File: src/rtl/seg7_pkg.sv
// seg7_pkg
// Shared definitions for the seven-segment display path (driver and capture side).
//   SEG_GLYPH[16]    : active-low segment patterns {a,b,c,d,e,f,g} (a = MSB) for hex 0..F
//   AN_DIGIT0..3     : active-low one-hot anode patterns selecting a single digit
//   digit_idx_t      : 2-bit digit index
//   an_decode()      : maps an anode pattern to {valid, idx}; valid = exactly one enable low
package seg7_pkg;

    localparam int SEG_W = 7;
    localparam int AN_W  = 4;
    localparam int SMP_W = AN_W + SEG_W;

    localparam logic [SEG_W-1:0] SEG_GLYPH [16] = '{
        7'b0000001,  // 0
        7'b1001111,  // 1
        7'b0010010,  // 2
        7'b0000110,  // 3
        7'b1001100,  // 4
        7'b0100100,  // 5
        7'b0100000,  // 6
        7'b0001111,  // 7
        7'b0000000,  // 8
        7'b0000100,  // 9
        7'b0001000,  // A
        7'b1100000,  // b
        7'b0110001,  // C
        7'b1000010,  // d
        7'b0110000,  // E
        7'b0111000   // F
    };

    localparam logic [AN_W-1:0] AN_DIGIT0 = 4'b1110;
    localparam logic [AN_W-1:0] AN_DIGIT1 = 4'b1101;
    localparam logic [AN_W-1:0] AN_DIGIT2 = 4'b1011;
    localparam logic [AN_W-1:0] AN_DIGIT3 = 4'b0111;

    typedef logic [1:0] digit_idx_t;

    typedef enum logic {
        FILT_SETTLING = 1'b0,
        FILT_LOCKED   = 1'b1
    } filt_state_t;

    typedef enum logic {
        OUT_EMPTY = 1'b0,
        OUT_FULL  = 1'b1
    } out_state_t;

    typedef struct packed {
        logic       valid;
        digit_idx_t idx;
    } an_sel_t;

    // Blanked (1111) and multi-enable patterns are reported as not valid.
    function automatic an_sel_t an_decode(input logic [AN_W-1:0] an);
        an_sel_t sel;
        sel.valid = 1'b1;
        sel.idx   = 2'd0;
        case (an)
            AN_DIGIT0: sel.idx = 2'd0;
            AN_DIGIT1: sel.idx = 2'd1;
            AN_DIGIT2: sel.idx = 2'd2;
            AN_DIGIT3: sel.idx = 2'd3;
            default:   sel.valid = 1'b0;
        endcase
        return sel;
    endfunction

endpackage

File: src/rtl/seg7_glyph_decode.sv
// seg7_glyph_decode
// Combinational reverse lookup of a seven-segment glyph.
//   pattern : active-low segments {a..g}, a = bit 6
//   nibble  : hex value of the matching glyph (0 when no match)
//   hit     : 1 when pattern is one of the sixteen legal glyphs
module seg7_glyph_decode
    import seg7_pkg::*;
(
    input  logic [SEG_W-1:0] pattern,
    output logic [3:0]       nibble,
    output logic             hit
);

    always_comb begin
        nibble = 4'h0;
        hit    = 1'b0;
        for (int i = 0; i < 16; i++) begin
            if (pattern == SEG_GLYPH[i]) begin
                nibble = 4'(i);
                hit    = 1'b1;
            end
        end
    end

endmodule

File: src/rtl/seg7_capture_decoder.sv
// seg7_capture_decoder
// Samples the multiplexed active-low segment/anode lines of a 4-digit display,
// waits for each pattern to settle, decodes it back to a hex nibble and
// assembles {digit3, digit2, digit1, digit0} frames on a valid/ready handshake.
//   clk, rst      : clock, synchronous active-high reset
//   segments_in   : segment lines a..g (index 0 = a), active-low
//   anode_in      : digit enables, active-low, one-hot for a single digit
//   out_value     : frame value, one nibble per digit
//   out_err       : per digit, last accepted pattern was not a legal glyph
//   out_overrun   : some digit was captured more than once within the frame
//   out_valid     : frame available
//   out_ready     : consumer accepts the frame
module seg7_capture_decoder
    import seg7_pkg::*;
#(
    parameter int unsigned STABLE_CYCLES = 4
) (
    input  logic              clk,
    input  logic              rst,
    input  logic [0:SEG_W-1]  segments_in,
    input  logic [AN_W-1:0]   anode_in,
    output logic [15:0]       out_value,
    output logic [3:0]        out_err,
    output logic              out_overrun,
    output logic              out_valid,
    input  logic              out_ready
);

    localparam logic [7:0] CNT_LAST = 8'(STABLE_CYCLES - 1);

    // Synchronizer
    logic [SMP_W-1:0] sync_p0_q, sync_p0_d;
    logic [SMP_W-1:0] sync_p1_q, sync_p1_d;
    logic [SMP_W-1:0] s;

    // Stability filter
    filt_state_t      filt_q, filt_d;
    logic [SMP_W-1:0] cand_q, cand_d;
    logic [7:0]       cnt_q, cnt_d;
    logic             accept;

    // Decode of the accepted candidate
    logic [3:0]       glyph_nib;
    logic             glyph_hit;
    an_sel_t          an_sel;

    // Per-digit capture registers
    logic [3:0]       digit_q [4];
    logic [3:0]       digit_d [4];
    logic [3:0]       err_q, err_d;
    logic [3:0]       seen_q, seen_d;
    logic             ovr_q, ovr_d;

    // Output frame
    out_state_t       out_state_q, out_state_d;
    logic [15:0]      out_value_q, out_value_d;
    logic [3:0]       out_err_q, out_err_d;
    logic             out_overrun_q, out_overrun_d;
    logic             out_valid_q, out_valid_d;

    // ---- stage p0/p1: two-flop synchronizer, s = {anode, segments} ----
    always_comb begin
        sync_p0_d = {anode_in, segments_in};
        sync_p1_d = sync_p0_q;
    end

    assign s = sync_p1_q;

    // ---- stability filter: one accept per settled pattern ----
    always_comb begin
        filt_d = filt_q;
        cand_d = cand_q;
        cnt_d  = cnt_q;
        accept = 1'b0;
        if (s != cand_q) begin
            // Any change restarts settling, from either state.
            cand_d = s;
            cnt_d  = 8'd0;
            filt_d = FILT_SETTLING;
        end else if (filt_q == FILT_SETTLING) begin
            if (cnt_q == CNT_LAST) begin
                accept = 1'b1;
                filt_d = FILT_LOCKED;
            end else begin
                cnt_d = cnt_q + 8'd1;
            end
        end
    end

    // On accept s == cand, so the registered candidate is decoded.
    seg7_glyph_decode u_glyph_decode (
        .pattern (cand_q[SEG_W-1:0]),
        .nibble  (glyph_nib),
        .hit     (glyph_hit)
    );

    assign an_sel = an_decode(cand_q[SMP_W-1:SEG_W]);

    // ---- capture and frame output ----
    always_comb begin
        digit_d       = digit_q;
        err_d         = err_q;
        seen_d        = seen_q;
        ovr_d         = ovr_q;
        out_state_d   = out_state_q;
        out_value_d   = out_value_q;
        out_err_d     = out_err_q;
        out_overrun_d = out_overrun_q;
        out_valid_d   = out_valid_q;

        case (out_state_q)
            OUT_EMPTY: begin
                if (seen_q == 4'hF) begin
                    out_value_d   = {digit_q[3], digit_q[2], digit_q[1], digit_q[0]};
                    out_err_d     = err_q;
                    out_overrun_d = ovr_q;
                    out_valid_d   = 1'b1;
                    seen_d        = 4'h0;
                    err_d         = 4'h0;
                    ovr_d         = 1'b0;
                    out_state_d   = OUT_FULL;
                end
            end
            OUT_FULL: begin
                if (out_valid_q && out_ready) begin
                    out_valid_d = 1'b0;
                    out_state_d = OUT_EMPTY;
                end
            end
            default: begin
                out_state_d = OUT_EMPTY;
            end
        endcase

        // Applied on top of any frame-load clear, so a digit accepted in the
        // load cycle counts towards the next frame.
        if (accept && an_sel.valid) begin
            if (glyph_hit) begin
                digit_d[an_sel.idx] = glyph_nib;
                err_d[an_sel.idx]   = 1'b0;
            end else begin
                err_d[an_sel.idx]   = 1'b1;
            end
            if (seen_d[an_sel.idx]) begin
                ovr_d = 1'b1;
            end
            seen_d[an_sel.idx] = 1'b1;
        end
    end

    always_ff @(posedge clk) begin
        if (rst) begin
            sync_p0_q     <= '1;
            sync_p1_q     <= '1;
            filt_q        <= FILT_SETTLING;
            cand_q        <= '1;
            cnt_q         <= 8'd0;
            digit_q       <= '{default: 4'h0};
            err_q         <= 4'h0;
            seen_q        <= 4'h0;
            ovr_q         <= 1'b0;
            out_state_q   <= OUT_EMPTY;
            out_value_q   <= 16'h0000;
            out_err_q     <= 4'h0;
            out_overrun_q <= 1'b0;
            out_valid_q   <= 1'b0;
        end else begin
            sync_p0_q     <= sync_p0_d;
            sync_p1_q     <= sync_p1_d;
            filt_q        <= filt_d;
            cand_q        <= cand_d;
            cnt_q         <= cnt_d;
            digit_q       <= digit_d;
            err_q         <= err_d;
            seen_q        <= seen_d;
            ovr_q         <= ovr_d;
            out_state_q   <= out_state_d;
            out_value_q   <= out_value_d;
            out_err_q     <= out_err_d;
            out_overrun_q <= out_overrun_d;
            out_valid_q   <= out_valid_d;
        end
    end

    assign out_value   = out_value_q;
    assign out_err     = out_err_q;
    assign out_overrun = out_overrun_q;
    assign out_valid   = out_valid_q;

endmodule

File: config.mk
export PLATFORM = sky130hd
export DESIGN_NAME = seg7_capture_decoder
export DESIGN_NICKNAME = d
export VERILOG_FILES = /design/src/rtl/seg7_pkg.sv /design/src/rtl/seg7_glyph_decode.sv /design/src/rtl/seg7_capture_decoder.sv
export SDC_FILE = /design/constraint.sdc
export NUM_CORES = 1
export LEC_CHECK = 0
export CORE_ASPECT_RATIO = 1.25
export CORE_MARGIN = 4
export CORE_UTILIZATION = 60
export CTS_CLUSTER_SIZE = 8
export DETAILED_ROUTE_END_ITERATION = 6
export HOLD_SLACK_MARGIN = 0.06
export PLACE_DENSITY = 0.87
export SLEW_MARGIN = 20
export SYNTH_ARGS = -nofsm -noshare
export SYNTH_HDL_FRONTEND = slang
export SYNTH_SLANG_ARGS = --single-unit
File: constraint.sdc
create_clock -name clk -period 4.15 [get_ports clk]
set_input_delay 0.83 -clock clk [delete_from_list [all_inputs] [get_ports clk]]
set_output_delay 0.83 -clock clk [all_outputs]
set_load 0.1 [all_outputs]
==> results, run 1 <==
- The flow ran to the end, and the final reports show no timing, DRC or antenna violations.
- For this run, the slowest stage of the critical path takes 1.14 ns.
- For this run, design rule violations remaining after detail routing come to 0.
- The boundary pin count is 36.
- For this run, the number of Yosys warnings is 0.
- Of the total power, the share spent switching nets is 20.2%.
- STA classifies the critical path startpoint as a register.
- At the later pin of the worst-skew pair, clock insertion delay measures 0.35 ns.
- The fmax is 376 MHz.
- In this run the core area contains 32 standard-cell rows.
- The number of antenna cells inserted is 0.
- STA classifies the critical path endpoint as an output pin.
- The post-CTS repair timing setup buffer count is 0.
- The number of global-route vias before repair was 2750.
- The slew at the pin with the worst max-slew slack is 0.975 ns.
- The combinational fraction of design power is 3.9%.
- The arrival time at the worst endpoint is 1.83 ns.
- Measured along the y axis, the die boundary spans 97.1 microns.
- For this run, the leading register cell type out of synthesis is dfxtp_1.
- The critical path depth is 1.
- The cts-stage hold buffer count is 0.
- In the routed layout, each cell is associated on average with a via count of 5.54.
- Once the floorplan was initialized, standard cells occupied 61.7% of the core.
- The number of buffers between clock root and the deepest sink is 2.
- IR analysis of the VDD net gives a maximum drop of 284 uV.
- The number of slew-limit violations in the final report is 0.
- Of the synthesized area, sequential elements account for 47.3%.
- Including well taps, the total number of placed cells is 521.
- The detailed-placement wirelength estimate is 4980 microns.
- The number of antenna violations at the first check in global routing is 0.
- The library cell contributing the largest single delay on the critical path is clkdlybuf4s50_1.
- The mean routed wirelength per cell is 13.3 microns.
- The post-route clock skew is 0.0104 ns.
- The final-stage net count is 462.
- The final count of hold timing violations came to 0.
- Setup slack on the worst reg-to-reg path comes out at 1.73 ns.
- The layout-stage area growth over the synthesis result is 15.3%.
- The depth of the CTS H-tree is 3.
- The clock root buffer is clkbuf_8.
- The number of filler instances in the final layout is 523.
- Headroom to the max-slew limit came out at 34.8%.
- Summing every instance area after synthesis gives 3810 sq um.
- By instance count, the leading cell after synthesis is dfxtp_1.
- The clock-pin slew on the worst setup and hold paths is 0.08 ns.
- In this run, the number of DRC markers left after iteration 0 of detailed routing was 190.
- The count of input and output buffers is 35.
- After synthesis the netlist holds a flip-flop and latch count of 90.
- In this run, synthesis inferred 0 flip-flops with an integrated enable.
- In this run the horizontal extent of the chip is 79.3 microns.
- Final hold analysis gives a worst-case slack of 0.409 ns.
- Counting instances, the worst hold path has a depth of 1.
- The finished cells cover 4390 sq um.
- Yosys attributes the largest share of cell area to dfxtp_1 (47%), nand2_1 (6.5%), or2_2 (5.8%), a21oi_1 (4.9%), xor2_1 (4.1%).
- The filler-free cell count of the finished design is 537.
- In this run the critical register-to-register path is captured at ovr_q.
- The launch point of the worst reg-to-reg path is cand_q[6].
- CTS saw 90 sinks.
- A synthesized cell averages 8.92 sq um.
- The highest net fanout along the worst path is 3.
- The share of the cycle needed by the critical path after routing is 64.1%.
- The number of instances in the synthesized netlist is 427.
- In this run the worst setup path terminates at out_valid.
- The region available for standard cell placement spans 6170 sq um.
- The worst path required time is 3.32 ns.
- The power spent charging and discharging nets is 0.327 mW.
- The path depth of the worst reg2reg path is 5.
- The path type of the worst setup path is register to output pin.
- The fraction of layout cells with a size suffix above 1 is 13.5%.
- The power per cell area is 369 nW/um^2.
- The overall global routing resource usage is 20.2%.
- The area fraction of the dominant cell type after synthesis is 47.3%.
- Walking the worst path, the cells encountered are clkdlybuf4s50_1.
- The full die area is 7690 sq um.
- In this run the worst hold path is classified as register to register.
- The number of nets handed over by synthesis was 442.
- The total congestion overflow after global routing is 0.
- The setup TNS is 0 ns.
- The number of setup violations in the final report is 0.
- The count of cell types in the netlist is 53.
- By count the netlist is led by dfxtp_1 (90), nand2_1 (66), a21oi_1 (37).
- The post-route minimum period is 2.66 ns.
- The first detailed-routing pass ran for 4 iterations.
- The clock network power share is 41.2%.
- The first global-routing pass estimated 12600 microns of wire.
- The routability congestion estimate is 0.892.
- Power comes to 1.62 mW.
- Setup repair after global routing left no endpoint under its margin.
- TritonCTS built the clock tree.
- The share of total power dissipated in sequential elements is 54.8%.
- The leakage power of the design is 1.55 nW.
- Max-cap violations in this run came to 0.
- The critical path starts at out_valid.
- The proportion of register bits with asynchronous set or reset after synthesis is 0%.
- The routed via count is 2976.
- The number of buffers and inverters on the critical path is 1.
- Once placement finished, the instance area stood at 4150 sq um.
- The pin count of the biggest net entering global routing is 59.
- dfxtp_1 takes more of the synthesized area than any other cell.
- Gates resized during post-CTS repair numbered 0.
- The final routed wirelength across all metal layers is 7140 microns.
- The number of nets with antenna violations after detailed routing is 0.
- The internal power of the cells totals 1.30 mW.
- The family with the most delay on the worst path is buffers and inverters.
- The number of buffers created by CTS is 9.
==> cells in the final DEF (no fill, tap or decap), types with 4 or more instances in the layout <==
cell type and n:
mux2i_1 13, nand4_1 12, or2_2 35, a21o_1 5, o211ai_1 5, xor2_1 18, nand2_1 66, clkdlybuf4s50_1 34
nand2b_1 16, nor3_1 7, inv_1 4, nor2_1 17, dfxtp_1 90, o21ai_0 7, nor4_1 5, a21oi_1 37
clkbuf_8 12, nand3_1 6, nor2b_1 4
==> worst min path at each step <==
stage | startpoint | end
after floorplan | sync_p0_q[0] | s[0]
after global placement | sync_p0_q[1] | s[1]
after detailed placement | sync_p0_q[7] | s[7]
after CTS | sync_p0_q[7] | s[7]
after global routing | sync_p0_q[10] | s[10]
final | sync_p0_q[10] | s[10]
==> sequential cells by signal, indices dropped and copies added (netlist names) <==
| signal | cells |
|---|---|
| out_state_q | 1 |
| seen_q | 4 |
| ovr_q | 1 |
| filt_q | 1 |
| out_valid | 1 |
| err_q | 4 |
| cand_q | 11 |
| sync_p0_q | 11 |
| out_err | 4 |
| cnt_q | 8 |
| s | 11 |
| out_value | 16 |
| digit_q | 16 |
| out_overrun | 1 |
==> cell type report <==
| class | instances | area (sq um) | area share, % |
|---|---|---|---|
| clock inverters | 4 | 72.6 | 1.65 |
| multi-input cells | 305 | 1870 | 42.6 |
| clock buffers | 12 | 165 | 3.76 |
| repair buffers | 37 | 360 | 8.21 |
| well taps | 85 | 106 | 2.42 |
| flip-flops and latches | 90 | 1800 | 41.0 |
| inverters | 4 | 15.0 | 0.342 |
==> cell families after synthesis <==
group | after synthesis | synth area share (%)
and+or+nand+nor | 195 | 28.0
buffers and inverters | 32 | 3.55
AOI/OAI and AO/OA | 77 | 13.0
DFF | 90 | 47.3
xor gates and xnor gates | 19 | 4.37
muxes | 13 | 3.42
adders and majority gates | 1 | 0.329
==> routing by layer <==
metal	part of all wire, %	wire length, microns	global-route usage, %
met1	42	3010	24.5
met2	51	3620	33.0
met3	4.4	314	3.53
met4	2.9	204	11.8
met5	0	0	0
==> through the flow <==
step | worst slack, ns | utilization (%)
2_1_floorplan | 2.28 | -
3_3_place_gp | 1.86 | 67.4
3_5_place_dp | 1.77 | 67.4
4_1_cts | 1.46 | 71.2
5_1_grt | 1.44 | 71.2
6_report | 1.49 | 71.2
==> power by group through the flow <==
| stage | clock network, mW | registers (mW) | logic [mW] |
|---|---|---|---|
| after global placement | 0 | 0.909 | 0.0612 |
| after floorplan | 0 | 0.902 | 0.0503 |
| after CTS | 0.683 | 0.890 | 0.0645 |
| final | 0.669 | 0.890 | 0.0639 |
| after global routing | 0.719 | 0.892 | 0.0713 |
| after detailed placement | 0 | 0.910 | 0.0642 |
Power figures use the tool's default switching activity.
==> run 2, diff against run 1 <==
CORE_UTILIZATION = 51   (was 60)
PLACE_DENSITY = 0.79   (was 0.87)
clock period = 2.36 ns   (was 4.15 ns; I/O delays follow)
==> run 2 against run 1 <==
Effect of this change: sequential power grew 75%; power grew 66%; worst hold slack gained 0.0027 ns; critical path type is now register to register; global-route usage shrank 3.3 points; clock power grew 49%.
==> results, run 2 (synthesized netlist as in run 1, its figures left out) <==
- The CTS tree is built.
- The die covers 8920 sq um.
- Using the TritonRoute via totals, the vias-per-cell ratio works out to 5.41.
- The first TritonRoute pass finished after 4 iterations.
- The final route contains 2971 vias.
- The setup slack of the most critical reg-to-reg path is 0.20 ns.
- The share of the cycle needed by the critical path after routing is 91.4%.
- In the final routed layout, each cell accounts on average for 13.4 microns.
- The horizontal die dimension is 85.3 microns.
- Excluding fillers, the count of instances in the completed layout stands at 549.
- The depth of the CTS H-tree is 3.
- The number of DRC markers in iteration 0 is 213.
- On the worst path, the slowest cell contributes a delay of 0.61 ns.
- The setup TNS is 0 ns.
- Setup repair after global routing left no endpoint under its margin.
- In the layout the commonest cells are dfxtp_1 (87), nand2_1 (66), a21oi_1 (37).
- For the pin with the worst max-slew slack, the measured transition is 0.571 ns.
- The class of the tightest hold or removal check is register to register.
- The HPWL after detailed placement is 5090 microns.
- The launch point of the worst reg-to-reg path is cand_q[2].
- The filler cells instantiated in the layout total 615.
- The boundary pin count is 36.
- The number of antenna violations at the first check in global routing came to 0.
- The run finished with clean final reports.
- Clock-pin slew was measured on the worst setup and hold paths at 0.08 ns.
- The number of global-route vias before repair was 2739.
- The number of buffers between clock root and the deepest sink is 2.
- Buffers inserted during clock tree synthesis total 9.
- The first-pass GRT wire length is 12400 microns.
- 0 antenna diodes ended up in the layout.
- Data on the critical path arrives at its endpoint at 2.44 ns.
- The highest net fanout along the worst path is 14.
- The clock sink total is 90.
- After global routing the overflow that remains totals 0.
- Walking the worst path, the cells encountered are a211oi_1 > o21ai_0 > nand4b_1 > o211ai_1 > mux2i_1.
- The critical path is of the register to register type.
- The routability congestion estimate is 0.885.
- Along the worst hold path, the cell count comes to 1.
- The setup slack at placement is 0.128 ns.
- The row count is 34.
- In this run the most critical hold path is launched from sync_p0_q[0].
- The path with the worst hold slack has its endpoint at s[0].
- The standard cell core area is 7100 sq um.
- The floorplan step set the die height to 105 microns.
- STA classifies the critical path endpoint as a register.
- The endpoint identified for the worst register-to-register timing path is digit_q[4].
- Setup violations remaining at the end of the flow were counted as 0.
- Cells with a size suffix above 1 make up 20.3% of the layout.
- The largest individual stage delay along the critical path comes from the cell dfxtp_1.
- Leaving out fill and tap cells, the most frequent cell in the layout is dfxtp_1.
- The minimum setup slack in the final design is 0.203 ns.
- The post-route clock skew is 0.0102 ns.
- From synthesis to final layout, the design area changed by 14.5%.
- For the worst flop-to-flop path, the logic depth is 5.
- Across every metal layer, demand over resource in global routing totals 16.8%.
- The number of remaining DRC errors is 0.
- The number of slew-limit violations in the final report is 0.
- The fmax is 464 MHz.
- The worst hold margin is 0.412 ns.
- The worst path required time is 2.65 ns.
- The tree is rooted in a clkbuf_8.
- The worst pin sits at a relative slew slack of 61.6%.
- The leakage power of the design is 1.61 nW.
- The largest voltage drop on the vdd net is 457 uV.
- The later pin in the worst-skew pair is clocked with a latency of 0.36 ns.
- At the end of the flow, the number of nets in the layout was 470.
- The final count of hold timing violations was 0.
- The number of placed instances, taps included, is 532.
- STA classifies the critical path startpoint as a register.
- The number of nets with antenna violations after detailed routing is 0.
- The reported max-cap violation count is 0.
- The post-route minimum period is 2.16 ns.
- Buffers placed on the I/O ports in this run total 35.
- The effective utilization at floorplan is 53.6%.
- The power per cell area is 616 nW/um^2.
- The final routed wirelength across all metal layers is 7330 microns.
- Entering global routing, the biggest net connects 37 pins.
==> run 2: changes by cell type in the layout (fill, tap and decap cells not counted), sizes merged <==
| cell | before | now |
|---|---|---|
| bufinv | 2 | 1 |
| buf | 3 | 33 |
| clkinv | 1 | 3 |
| clkdlybuf4s50 | 34 | 12 |
| clkbuf | 12 | 10 |
==> run 2: through the flow <==
step	power, mW	util [%]	instance area [sq um]
3_5_place_dp	1.72	58.4	4150
6_report	2.69	61.4	4360
2_1_floorplan	1.67	-	3810
3_3_place_gp	1.71	58.4	4150
5_1_grt	2.78	61.4	4360
4_1_cts	2.71	61.0	4330
==> run 2: where the power goes <==
group / switching, mW / internal (mW) / total (mW)
clock: 0.519 / 0.482 / 1.00
combinational: 0.0589 / 0.0623 / 0.121
sequential: 0.0226 / 1.54 / 1.56
total: 0.601 / 2.09 / 2.69
==> run 2: area by class of cell <==
class | instances | area [sq um] | share of cell area, %
inverter | 4 | 15.0 | 0.344
clock buffer | 10 | 128 | 2.93
tap | 90 | 113 | 2.58
timing repair buffer | 45 | 365 | 8.38
clock inverter | 5 | 56.3 | 1.29
sequential | 90 | 1810 | 41.4
multi-input combinational | 305 | 1880 | 43.1
==> run 2: worst max path at each step <==
stage                         start           to  slack (ns)
after floorplan            cnt_q[7]  digit_q[12]        0.49
after global placement    cand_q[6]   digit_q[9]        0.23
after detailed placement  cand_q[6]   digit_q[8]        0.13
after CTS                 cand_q[6]   digit_q[8]        0.11
after global routing      cand_q[2]  digit_q[12]        0.02
final                     cand_q[2]   digit_q[4]        0.20
==> run 2: per-layer routing <==
metal,share of wire (%),GRT usage (%),up-vias
li1,-,-,1529
met1,46,21.5,1338
met2,46,27.1,87
met3,5.8,2.99,17
met4,2.1,8.60,0
met5,0,0,-
==> run 2: timing repair <==
action,in CTS,in global routing
endpoints found under the setup margin,0,17
gates resized for setup,0,4
setup buffers,0,2
hold buffers,0,0
==> run 2: critical path: cells and delay by family, from the launching register on <==
family / cells / cell delay, ns
compound gates: 3 / 1.00
flops: 1 / 0.61
simple gates: 1 / 0.25
mux: 1 / 0.23
